===== config.mk =====
export PLATFORM = sky130hd
export DESIGN_NAME = pe_border_mc
export DESIGN_NICKNAME = d
export VERILOG_FILES = /design/src/rtl/pe_border_mc.sv
export SDC_FILE = /design/constraint.sdc
export NUM_CORES = 1
export LEC_CHECK = 0
export ABC_AREA = 1
export BUFFER_PORTS_ARGS = -buffer_cell sky130_fd_sc_hd__buf_2
export CAP_MARGIN = 20
export CORE_MARGIN = 3
export CORE_UTILIZATION = 55
export DETAILED_ROUTE_END_ITERATION = 7
export GPL_ROUTABILITY_DRIVEN = 0
export PLACE_DENSITY = 0.79
export SYNTH_ARGS = -nofsm -noshare
export SYNTH_HDL_FRONTEND = slang
export SYNTH_SLANG_ARGS = --single-unit

===== constraint.sdc =====
create_clock -name clk -period 4.2 [get_ports clk]
set_input_delay 0.63 -clock clk [delete_from_list [all_inputs] [get_ports clk]]
set_output_delay 0.63 -clock clk [all_outputs]
set_load 0.01 [all_outputs]

===== src/rtl/pe_border_mc.sv =====
// Left-border unary-temporal PE: latches one activation and CH weights, streams the
// activation as temporal unary bits and accumulates CH signed products into the partial sums.
module pe_border_mc #(
  parameter int IWIDTH     = 8,
  parameter int OWIDTH     = 16,
  parameter int CH         = 2,
  parameter int EARLY_TERM = 1
) (
  input  logic                     clk,
  input  logic                     rst,
  input  logic                     en_i,
  input  logic                     clr_i,
  input  logic signed [IWIDTH-1:0] ifm,
  input  logic                     en_w,
  input  logic                     clr_w,
  input  logic [CH-1:0]            wght_sign,
  input  logic [CH*(IWIDTH-1)-1:0] wght_abs,
  input  logic                     start,
  input  logic [CH*OWIDTH-1:0]     ofm,
  output logic                     busy,
  output logic                     mac_done_d,
  output logic                     en_i_d,
  output logic                     clr_i_d,
  output logic                     en_w_d,
  output logic                     clr_w_d,
  output logic                     start_d,
  output logic                     ifm_sign_d,
  output logic                     ifm_bit_d,
  output logic [IWIDTH-2:0]        randW_d,
  output logic [CH-1:0]            wght_sign_d,
  output logic [CH*(IWIDTH-1)-1:0] wght_abs_d,
  output logic [CH*OWIDTH-1:0]     ofm_d
);

  localparam int MW = IWIDTH - 1;
  localparam int AW = IWIDTH + 1;

  localparam logic [1:0] IDLE = 2'd0;
  localparam logic [1:0] RUN  = 2'd1;
  localparam logic [1:0] DONE = 2'd2;

  logic [1:0]              state;
  logic [MW-1:0]           a_mag;
  logic [MW-1:0]           cnt;
  logic signed [AW-1:0]    acc [CH];
  logic [CH*OWIDTH-1:0]    ofm_hold;

  logic [IWIDTH-1:0]       ifm_neg;
  logic [IWIDTH-1:0]       abs_full;
  logic [MW-1:0]           abs_sat;
  logic [MW-1:0]           last_cnt;
  logic [MW-1:0]           r;
  logic                    ibit;
  logic signed [AW-1:0]    acc_step [CH];
  logic signed [OWIDTH:0]  ofm_x [CH];
  logic signed [OWIDTH:0]  acc_x [CH];
  logic signed [OWIDTH:0]  sum [CH];
  logic [CH*OWIDTH-1:0]    sat_flat;

  // The most negative activation has no positive twin in MW bits, so it clamps to all ones.
  assign ifm_neg  = -ifm;
  assign abs_full = ifm[IWIDTH-1] ? ifm_neg : ifm;
  assign abs_sat  = abs_full[IWIDTH-1] ? {MW{1'b1}} : abs_full[MW-1:0];
  assign last_cnt = (EARLY_TERM != 0) ? a_mag - MW'(1) : {MW{1'b1}};
  assign ibit     = (cnt < a_mag);

  always_comb begin
    r = '0;
    for (int i = 0; i < MW; i++) r[i] = cnt[MW-1-i];
  end

  always_comb begin
    for (int c = 0; c < CH; c++) begin
      acc_step[c] = acc[c];
      if (ibit && (r < wght_abs_d[c*MW +: MW])) begin
        if (ifm_sign_d ^ wght_sign_d[c]) acc_step[c] = acc[c] - AW'(1);
        else                             acc_step[c] = acc[c] + AW'(1);
      end
    end
  end

  // One extra bit of headroom detects overflow; a sign disagreement in the top two bits clamps.
  always_comb begin
    sat_flat = '0;
    for (int c = 0; c < CH; c++) begin
      ofm_x[c] = {ofm[c*OWIDTH+OWIDTH-1], ofm[c*OWIDTH +: OWIDTH]};
      acc_x[c] = {{(OWIDTH+1-AW){acc[c][AW-1]}}, acc[c]};
      sum[c]   = ofm_x[c] + acc_x[c];
      if (sum[c][OWIDTH] != sum[c][OWIDTH-1])
        sat_flat[c*OWIDTH +: OWIDTH] = sum[c][OWIDTH] ? {1'b1, {(OWIDTH-1){1'b0}}}
                                                      : {1'b0, {(OWIDTH-1){1'b1}}};
      else
        sat_flat[c*OWIDTH +: OWIDTH] = sum[c][OWIDTH-1:0];
    end
  end

  // The new result is visible during DONE itself, then held until the next DONE.
  always_comb begin
    ofm_d = ofm_hold;
    if (state == DONE) ofm_d = sat_flat;
  end

  assign busy       = (state != IDLE);
  assign mac_done_d = (state == DONE);

  always_ff @(posedge clk) begin
    if (rst) begin
      state       <= IDLE;
      a_mag       <= '0;
      cnt         <= '0;
      ofm_hold    <= '0;
      en_i_d      <= 1'b0;
      clr_i_d     <= 1'b0;
      en_w_d      <= 1'b0;
      clr_w_d     <= 1'b0;
      start_d     <= 1'b0;
      ifm_sign_d  <= 1'b0;
      ifm_bit_d   <= 1'b0;
      randW_d     <= '0;
      wght_sign_d <= '0;
      wght_abs_d  <= '0;
      for (int c = 0; c < CH; c++) acc[c] <= '0;
    end else begin
      en_i_d    <= en_i;
      clr_i_d   <= clr_i;
      en_w_d    <= en_w;
      clr_w_d   <= clr_w;
      start_d   <= start;
      ifm_bit_d <= (state == RUN) && ibit;
      randW_d   <= (state == RUN) ? r : '0;
      case (state)
        IDLE: begin
          if (clr_i) begin
            ifm_sign_d <= 1'b0;
            a_mag      <= '0;
          end else if (en_i) begin
            ifm_sign_d <= ifm[IWIDTH-1];
            a_mag      <= abs_sat;
          end
          if (clr_w) begin
            wght_sign_d <= '0;
            wght_abs_d  <= '0;
          end else if (en_w) begin
            wght_sign_d <= wght_sign;
            wght_abs_d  <= wght_abs;
          end
          if (start) begin
            cnt <= '0;
            for (int c = 0; c < CH; c++) acc[c] <= '0;
            state <= ((EARLY_TERM != 0) && (a_mag == '0)) ? DONE : RUN;
          end
        end
        RUN: begin
          cnt <= cnt + MW'(1);
          for (int c = 0; c < CH; c++) acc[c] <= acc_step[c];
          if (cnt == last_cnt) state <= DONE;
        end
        DONE: begin
          ofm_hold <= sat_flat;
          state    <= IDLE;
        end
        default: state <= IDLE;
      endcase
    end
  end

endmodule


* Word level (Yosys, flattened, before mapping)
Memory sizes are Yosys's and may differ from the RTL's.
Cells that the tools add are included.
** Storage, ports and cells
- Input bits :: 63
- Register bits :: 78
- Memories :: 1
- Logic and storage cells :: 93
- Memory bits (writable) :: 18
** Cells by class
- Equality and inequality tests :: 7
- Magnitude comparators :: 3
- $add $sub $neg :: 9
- Reduce and logical (&&, ||, !) cells :: 14
- Mux-type cells :: 38
- Bitwise operators :: 7
** Memory list
- acc :: words 2, bits a word 9, rd ports 2, clocked after memory_dff 0, write ports 2, RTL line 45 : logic signed [AW-1:0] acc [CH];
** Operator list (number)
- $mux 9 :: 8
- $mux 16 :: 4
- $add 16x9->17 :: 2
- $mux 32 :: 1
- $mux 14 :: 2
- $mux 7 :: 4
- $lt 7x7->1 :: 3
- $add 9x2->9 const B :: 2
- $sub 9x2->9 const B :: 2
- $pmux 7 s2 :: 1
- $mux 1 :: 11
- $mux 2 :: 5
- $mux 8 :: 1
- $neg 8->8 :: 1
- $reduce_and 2->1 :: 4
- $reduce_bool 2->1 :: 4
- $add 7x1->7 const B :: 1
- $eq 7x7->1 :: 1
- $logic_not 7->1 :: 1
- $sub 7x1->7 const B :: 1
- $or 1x1->1 :: 4
- $pmux 2 s2 :: 1
- $logic_and 1x1->1 :: 3
- $eq 2x1->1 const B :: 1
- 8 further kinds :: 10

* Longest topological paths before layout
Gate-level depths: netlist of the first run.
- Depth after elaboration :: 6
- Mapped depth :: 19
- Depth with buffers taken out :: 18

* Worst setup path after synthesis of the first run
No wires, ideal clock.
- Path kind :: input-to-output
- Start point :: in ofm[0]
- End point :: out ofm_d[4]
- Data required time :: 3570 ps
- Stages on the path :: 18
- Slack :: 713 ps
- Arrival :: 2857 ps
- Path through :: ha_1 -> inv_1 -> fa_1 -> inv_1 -> nand3_1 -> nand2_1 -> nand3_1 -> nand2_1 -> nand2_1 -> nand3_1 -> nand2_1 -> ha_1 -> inv_1 -> clkbuf_1 -> nand3_1 -> nand2_1 -> o21bai_1 -> inv_1
** Between the ends
- Longest elaborated chain between the ends :: 4
** RTL lines
- from (decl) :: RTL line 19 : input logic [CH*OWIDTH-1:0] ofm,
- $add 16x9->17 (*) :: RTL line 88 : sum[c] = ofm_x[c] + acc_x[c];
- $mux 16 / $ne 1x1->1 (equally long branches) :: RTL line 90, 89
- $mux 16 (*) :: RTL line 89 : if (sum[c][OWIDTH] != sum[c][OWIDTH-1])
- $mux 32 (*)
- to (decl) :: RTL line 32 : output logic [CH*OWIDTH-1:0] ofm_d
Mark *: on every way between the ends. The rest lies on a longest branch, timed or not.

==> impl_metrics.toml, run 1 <==
[pwr]
ir_drop_mv = 0.321
switching_share_pct = 41.4
p_sw_uw = 1580
power_density_nw_per_um2 = 469
intPower_uw = 2240
p_comb_share_pct = 48.6
power_frac_seq_pct = 30.6
clkPwrFrac_pct = 20.8
leakage_uw = 0.00437

[floorplanning]
rows = 40
fp.dieW_um = 119
die_area_um2 = 14100
core_um2 = 12200
io_pins = 127
start_util_pct = 57.1
die_h_um = 119

[global_route]
antenna_found_initial = 0
grt_usage_pct = 23.8
first_global_vias = 6350
overflow = 0
grt_first_pass_wirelength_um = 28300
grt_max_degree = 45

[detailed_routing]
via_per_inst = 5.20
totalWireLength_um = 16900
ant_nets = 0
first_pass_iters = 5
route.vias.total = 6866
wl_per_cell_um = 12.8
route.detailed.drc = 0
drtIter0Drc = 387

[logic_synthesis]
synth_warnings = 0
syn_inst = 1022
seq_area_frac_synth_pct = 30.2
synth_edf_count = 18
syn_area_um2 = 6970
synth-seq-cells = 96
synthFlopType = "dfxtp_1"
yosysUniqueCellTypes = 40
synth_fp_nets = 1160
synth.avg_cell_area_um2 = 6.82
synthArstFlopShare_pct = 0

[clock_tree]
cts_sinks = 96
cts_tree = "done"
h-tree-depth = 3
clk_latency_ps = 340
numCtsBuffers = 9
cts.path.max_buffers = 2
clockRootBuffer = "clkbuf_16"
clk_pin_slew_ps = 70
ctsHoldBuffers = 0

[timing]
layout_min_cycle_time_ps = 3990
whs_ps = 474
finClkSkew_ps = 9.55
min_period_over_period_pct = 95.0
tightestPinTransition_ps = 930
timing.fmax_mhz = 251
setup_viol = 0
slew_headroom_pct = 37.8
finalHoldViolCount = 0
slew_viol_final = 0

[setup_path]
required_ps = 3570
worstSetupPathType = "reg2out"
startpoint_type = "register"
worstSetupEndpointType = "output port"
cp.arrival_ps = 3360
cp_max_fo = 7

[final_layout]
final_cell_mix = "247 x nand2_1, 151 x inv_1, 126 x buf_2"
layout-drive-gt1-share_pct = 17.1
area_growth_syn_to_layout_pct = 16.9
layout_commonest_cell = "nand2_1"
post-route-util_pct = 66.7
antenna_cells = 0
nets = 1286

[outcome]
status = "finished, final reports clean"

[flow_run]
maxCapViolCount = 0

[placement]
portBuffers = 126
dp_hpwl_um = 12900

[hold_path]
hp-class = "reg2reg"
[repair_timing]
action,CTS,global route
resized for setup,0,10
endpoints found under the hold margin,0,0
setup buffers,0,6
endpoints found under the setup margin,0,15
[final cells by class]
type | instances | area (um^2)
clock inverters | 6 | 50.0
repair buffers | 136 | 703
clock buffers | 10 | 239
inverters | 157 | 593
fillers | 1144 | 4070
multi-input cells | 748 | 4250
flip-flops and latches | 96 | 2100
well taps | 168 | 210
[flip-flops by register name, summed over array words and instances (netlist names)]
signal       cells
clr_w_d          1
ifm_sign_d       1
state            2
ifm_bit_d        1
en_w_d           1
acc             18
clr_i_d          1
cnt              7
en_i_d           1
a_mag            7
wght_abs_d      14
start_d          1
randW_d          7
ofm_hold        32
wght_sign_d      2
[cells in the mapped netlist (2+ instances only)]
| library cell | instances | share of area (%) |
|---|---|---|
| a211oi_1 | 13 | 1.4 |
| a21o_1 | 2 | 0.22 |
| a21oi_1 | 93 | 6.7 |
| a221oi_1 | 3 | 0.38 |
| a31oi_1 | 2 | 0.18 |
| and2_1 | 4 | 0.36 |
| buf_1 | 2 | 0.11 |
| buf_2 | 2 | 0.14 |
| buf_6 | 2 | 0.32 |
| clkbuf_1 | 15 | 0.81 |
| clkinv_1 | 2 | 0.11 |
| dfxtp_1 | 78 | 22 |
| edfxtp_1 | 18 | 7.8 |
| fa_1 | 4 | 1.1 |
| ha_1 | 71 | 13 |
| inv_1 | 152 | 8.2 |
| inv_2 | 3 | 0.16 |
| nand2_1 | 247 | 13 |
| nand2_2 | 6 | 0.54 |
| nand3_1 | 61 | 4.4 |
| nand3b_1 | 7 | 0.75 |
| nand4_1 | 4 | 0.36 |
| nor2_1 | 101 | 5.4 |
| nor3_1 | 9 | 0.65 |
| nor3b_1 | 2 | 0.22 |
| nor4_1 | 3 | 0.27 |
| o21ai_0 | 45 | 3.2 |
| o21bai_1 | 13 | 1.4 |
| o311ai_0 | 2 | 0.25 |
| or2_2 | 23 | 2.1 |
| or3_1 | 2 | 0.18 |
| xnor2_1 | 9 | 1.1 |
| xor2_1 | 15 | 1.9 |
[layer usage]
metal / GRT usage, % / vias up / routed length, um
li1: - / 3570 / -
met1: 30.3 / 3075 / 7640
met2: 40.1 / 193 / 8010
met3: 5.02 / 28 / 977
met4: 8.18 / 0 / 301
met5: 0 / - / 0
[stage by stage]
| step | power (uW) | setup TNS [ps] | cells | worst slack [ps] | cell area (um^2) |
|---|---|---|---|---|---|
| 6_report | 3820 | 0 | 1321 | 208 | 8150 |
| 5_1_grt | 4150 | -69.9 | 1321 | -23.1 | 8150 |
| 4_1_cts | 3770 | 0 | 1315 | 79.0 | 8040 |
| 3_5_place_dp | 2950 | 0 | 1299 | 259 | 7750 |
| 3_3_place_gp | 2920 | 0 | 1299 | 349 | 7750 |
| 2_1_floorplan | 2480 | 0 | 1022 | 713 | 6970 |
[kinds of logic after synthesis]
kind of cell | share of synthesized area (%)
simple gates | 28.9
buf+inv | 9.84
compound gates | 14.2
flops | 30.2
fa+ha+maj | 13.9
xor+xnor | 3.02
[worst max-delay path, cell delays in order (launching register included)]
cell,delay [ps]
edfxtp_1,400
buf_4,210
buf_4,150
ha_1,370
nand2_1,120
nor4_1,270
nand2_1,120
nand3_1,120
nand2_1,120
ha_4,330
clkinvlp_4,130
buf_4,170
nand3_1,70
nand2_1,50
o21bai_1,180
inv_1,50
buf_2,130
[path summary, 6_finish.rpt]
| path | from | endpoint | slack [ps] | cells after the start |
|---|---|---|---|---|
| setup / recovery | acc[0][8]$_SDFFCE_PN0P_ | ofm_d[4] | 210 | 16 |
| hold reg to reg | a_mag[1]$_SDFFE_PP0P_ | a_mag[1]$_SDFFE_PP0P_ | 470 | 2 |
| setup reg to reg | acc[0][8]$_SDFFCE_PN0P_ | ofm_hold[4]$_SDFF_PP0_ | 1180 | 15 |
| hold / removal | a_mag[1]$_SDFFE_PP0P_ | a_mag[1]$_SDFFE_PP0P_ | 470 | 2 |
[power groups by stage]
stage	clock network, uW	logic (uW)	registers, uW
detailed placement	0	1760	1190
CTS	816	1780	1170
global route	851	2120	1180
finish	794	1860	1170
floorplan	0	1290	1180
global placement	0	1730	1190
No activity file was read; power rests on OpenSTA's default activity.
==> run 2: changes to the inputs <==
RECOVER_POWER = 25   (was not set)
==> impl_metrics.toml, run 2 (synthesis gave the netlist of run 1 again) <==
[final_layout]
design_area_um2 = 8110
largest_reg_flops = 32
layout_commonest_cell = "nand2_1"
largestRegisters = "ofm_hold (32), acc (18), wght_abs_d (14)"
area_growth_syn_to_layout_pct = 16.3
nets = 1286
antenna_cells = 0
layout-drive-gt1-share_pct = 14.4
largest_register = "ofm_hold"
final_cell_mix = "247 x nand2_1, 151 x inv_1, 99 x nor2_1"

[timing]
timing.fmax_mhz = 253
layout_min_cycle_time_ps = 3960
worst_slack_ps = 240
finClkSkew_ps = 9.11
slew_viol_final = 0
whs_ps = 474
min_period_over_period_pct = 94.3
fin_tns_setup_ps = 0
finalHoldViolCount = 0
tightestPinTransition_ps = 1310
setup_viol = 0
slew_headroom_pct = 12.6

[global_route]
overflow = 0
grt_first_pass_wirelength_um = 28300
grt_usage_pct = 23.8
grt_max_degree = 45
first_global_vias = 6350
antenna_found_initial = 0

[floorplanning]
fp.dieW_um = 119
start_util_pct = 57.1
rows = 40
die_h_um = 119
core_um2 = 12200
die_area_um2 = 14100
io_pins = 127

[pwr]
ir_drop_mv = 0.315
finalPower_uw = 3810
power_density_nw_per_um2 = 470
leakage_uw = 0.00425

[setup_path]
critPathSlowestCell = "edfxtp_1"
worstSetupEndpointType = "output port"
cp_common_cell = "nand2_1"
cp.arrival_ps = 3330
rr_startpoint = "acc[0][8]$_SDFFCE_PN0P_"
required_ps = 3570
startpoint_type = "register"
worst_r2r_path_depth = 15
cp_max_fo = 7
worstSetupPathType = "reg2out"
cp.buffers_inverters = 6
reg2reg_to = "ofm_hold[4]$_SDFF_PP0_"
crit_family = "buffers and inverters"
critPathMaxStageDelay_ps = 400
path_cells = "buf_4 -> buf_4 -> ha_1 -> nand2_1 -> nor4_1 -> nand2_1 -> nand3_1 -> nand2_1 -> ha_4 -> clkinvlp_4 -> buf_4 -> nand3_1 -> nand2_1 -> o21bai_1 -> inv_1 -> buf_2"
rrSetupSlack_ps = 1180

[clock_tree]
numCtsBuffers = 9
clk_latency_ps = 340
h-tree-depth = 3
cts_tree = "done"
cts_sinks = 96
clockRootBuffer = "clkbuf_16"
cts.path.max_buffers = 2
clk_pin_slew_ps = 70

[placement]
dp_hpwl_um = 12900
dp_slack_ps = 259
post_dp_cell_area_um2 = 7750
portBuffers = 126

[hold_path]
worstHoldStart = "a_mag[1]$_SDFFE_PP0P_"
hold_end = "a_mag[1]$_SDFFE_PP0P_"
hold-path-cell-count = 2
hp-class = "reg2reg"

[detailed_routing]
wl_per_cell_um = 12.8
via_per_inst = 5.21
drtIter0Drc = 390
route.vias.total = 6885
first_pass_iters = 5
totalWireLength_um = 16900
route.detailed.drc = 0
ant_nets = 0

[outcome]
status = "finished, final reports clean"

[flow_run]
maxCapViolCount = 0
## run 2: timing repair
action / in CTS / in global routing
endpoints found under the setup margin: 0 / 15
buffers inserted: 0 / 6
gates resized for setup: 0 / 10
hold buffers: 0 / 0
## run 2: worst min-delay path: stages, from the launching register on
cell and delay (ps):
dfxtp_1 310, nand2_1 60, a21oi_1 60
## run 2: worst max path at each step
| stage | start | to | slack (ps) | depth (start not counted) |
|---|---|---|---|---|
| floorplan | ofm[0] | ofm_d[4] | 710 | 18 |
| global placement | ofm[0] | ofm_d[8] | 350 | 19 |
| detailed placement | ofm[0] | ofm_d[8] | 260 | 19 |
| CTS | acc[0][0]$_SDFFCE_PN0P_ | ofm_d[8] | 80 | 18 |
| global route | acc[0][8]$_SDFFCE_PN0P_ | ofm_d[7] | -20 | 21 |
| finish | acc[0][8]$_SDFFCE_PN0P_ | ofm_d[4] | 240 | 16 |
## run 2: metal layers
layer	track usage (%)	part of all wire (%)	vias to the layer above
li1	-	-	3572
met1	30.3	45	3082
met2	40.1	47	199
met3	5.02	6.1	32
met4	8.18	1.9	0
met5	0	0	-
## run 2: cell type report
class	instances	area, um^2
multi-input combinational	748	4250
clock inverter	6	50.0
fill	1158	4110
clock buffer	10	239
timing repair buffer	136	664
inverter	157	593
tap	168	210
sequential	96	2100
## run 2: metrics by stage
stage	cells	util [%]
CTS	1315	65.8
detailed placement	1299	63.4
global placement	1299	63.4
global route	1321	66.4
floorplan	1022	-
finish	1321	66.4
## run 2: report_power, final
| group | switching (uW) | internal [uW] |
|---|---|---|
| combinational | 1130 | 710 |
| sequential | 78.8 | 1090 |
| clock | 366 | 427 |
| total | 1580 | 2230 |
==> run 3: changes to the inputs <==
CORE_ASPECT_RATIO = 1.1   (was not set)
MAX_ROUTING_LAYER = met4   (was not set)
SLEW_MARGIN = 20   (was not set)
==> impl_metrics.toml, run 3 (synthesis gave the netlist of run 1 again) <==
[timing]
slew_viol_final = 73
finalHoldViolCount = 0
worst_slack_ps = 242
tightestPinTransition_ps = 1640
whs_ps = 467
finClkSkew_ps = 6.32
fin_tns_setup_ps = 0
slew_headroom_pct = -9.25
timing.fmax_mhz = 253
min_period_over_period_pct = 94.2
setup_viol = 0
layout_min_cycle_time_ps = 3960

[clock_tree]
cts_sinks = 96
h-tree-depth = 3
clk_pin_slew_ps = 70
cts_tree = "done"
numCtsBuffers = 9
clk_latency_ps = 350
clockRootBuffer = "clkbuf_16"
cts.path.max_buffers = 2
ctsHoldBuffers = 0

[final_layout]
antenna_cells = 0
nets = 1286
area_growth_syn_to_layout_pct = 15.5
regArea_um2 = 2100
largest_register = "ofm_hold"
layout-drive-gt1-share_pct = 13.8
fill_cells = 1131
largestRegisters = "ofm_hold (32), acc (18), wght_abs_d (14)"
largest_reg_flops = 32
multi_input_area_um2 = 4210
final_cell_mix = "247 x nand2_1, 151 x inv_1, 101 x nor2_1"
layout_commonest_cell = "nand2_1"

[pwr]
switching_share_pct = 42.2
power_density_nw_per_um2 = 477
p_sw_uw = 1620
clkPwrFrac_pct = 21.5
ir_drop_mv = 0.273
leakage_uw = 0.00425
intPower_uw = 2220
power_frac_seq_pct = 30.5
p_comb_share_pct = 48.0

[flow_run]
maxCapViolCount = 2

[global_route]
grt_first_pass_wirelength_um = 27900
grt_max_degree = 37
grt_usage_pct = 24.7
antenna_found_initial = 0
overflow = 0
first_global_vias = 6215

[setup_path]
startpoint_type = "register"
worstSetupEndpointType = "output port"
worstSetupPathType = "reg2out"
cp_max_fo = 9
required_ps = 3570
cp.arrival_ps = 3330

[detailed_routing]
drtIter0Drc = 358
via_per_inst = 5.25
ant_nets = 0
totalWireLength_um = 16700
first_pass_iters = 4
route.detailed.drc = 0
route.vias.total = 6860
wl_per_cell_um = 12.8

[floorplanning]
die_h_um = 124
io_pins = 127
core_um2 = 12200
die_area_um2 = 14100
fp.dieW_um = 113
rows = 42
start_util_pct = 57.2

[placement]
dp_hpwl_um = 12800
portBuffers = 126
dp_slack_ps = 268

[outcome]
violations = "capacitance limit, slew limit"
status = "finished with violations"

[hold_path]
hp-class = "reg2reg"
-- run 3: worst paths after layout --
check | from | to | slack (ps) | depth (start not counted)
worst max-delay path | acc[0][8]$_SDFFCE_PN0P_ | ofm_d[3] | 240 | 16
worst min-delay path | a_mag[1]$_SDFFE_PP0P_ | a_mag[1]$_SDFFE_PP0P_ | 470 | 2
worst max register to register | acc[0][8]$_SDFFCE_PN0P_ | ofm_hold[9]$_SDFF_PP0_ | 1190 | 17
worst min register to register | a_mag[1]$_SDFFE_PP0P_ | a_mag[1]$_SDFFE_PP0P_ | 470 | 2
-- run 3: what timing repair did --
action | in CTS | in global routing
endpoints found under the setup margin | 0 | 15
buffers inserted | 0 | 7
resized for setup | 0 | 6
-- run 3: per-layer routing --
layer	vias to the layer above	track usage, %	share of wire, %
met1	3104	31.3	46
met2	160	41.3	48
li1	3571	-	-
met5	-	-	0
met4	0	8.56	1.8
met3	25	2.96	4.1
-- run 3: worst max-delay path, stage by stage (launching register included) --
cell and delay, ps:
edfxtp_1 540, ha_1 460, nand2_1 120, nor2_1 180, nand3_1 120, nand2_1 100, nand3_1 90, nand2_1 70
nand2_1 60, nand2_1 100, inv_1 80, ha_4 330, nand3_2 180, inv_2 210, o21bai_1 110, inv_1 90
buf_2 130
-- run 3: through the flow --
stage	cells	power (uW)	util [%]	area (um^2)
floorplan	1022	2480	-	6970
global placement	1283	2920	63.3	7720
detailed placement	1283	2950	63.3	7720
CTS	1299	3790	65.8	8020
global route	1307	4180	66.1	8050
finish	1307	3850	66.1	8050
-- run 3: cell type report --
type                    count  area share, %
multi-input cells         748           52.2
flip-flops and latches     96           26.1
repair buffers            135           8.14
inverters                 157           7.36
clock buffers               9           2.80
well taps                 154           2.39
clock inverters             7          0.886
repair inverters            1         0.0932
-- run 3: power by group through the flow --
stage | clock network [uW] | logic [uW] | registers [uW]
finish | 829 | 1840 | 1170
global route | 879 | 2110 | 1190
global placement | 0 | 1730 | 1190
CTS | 845 | 1770 | 1170
floorplan | 0 | 1290 | 1180
detailed placement | 0 | 1750 | 1200
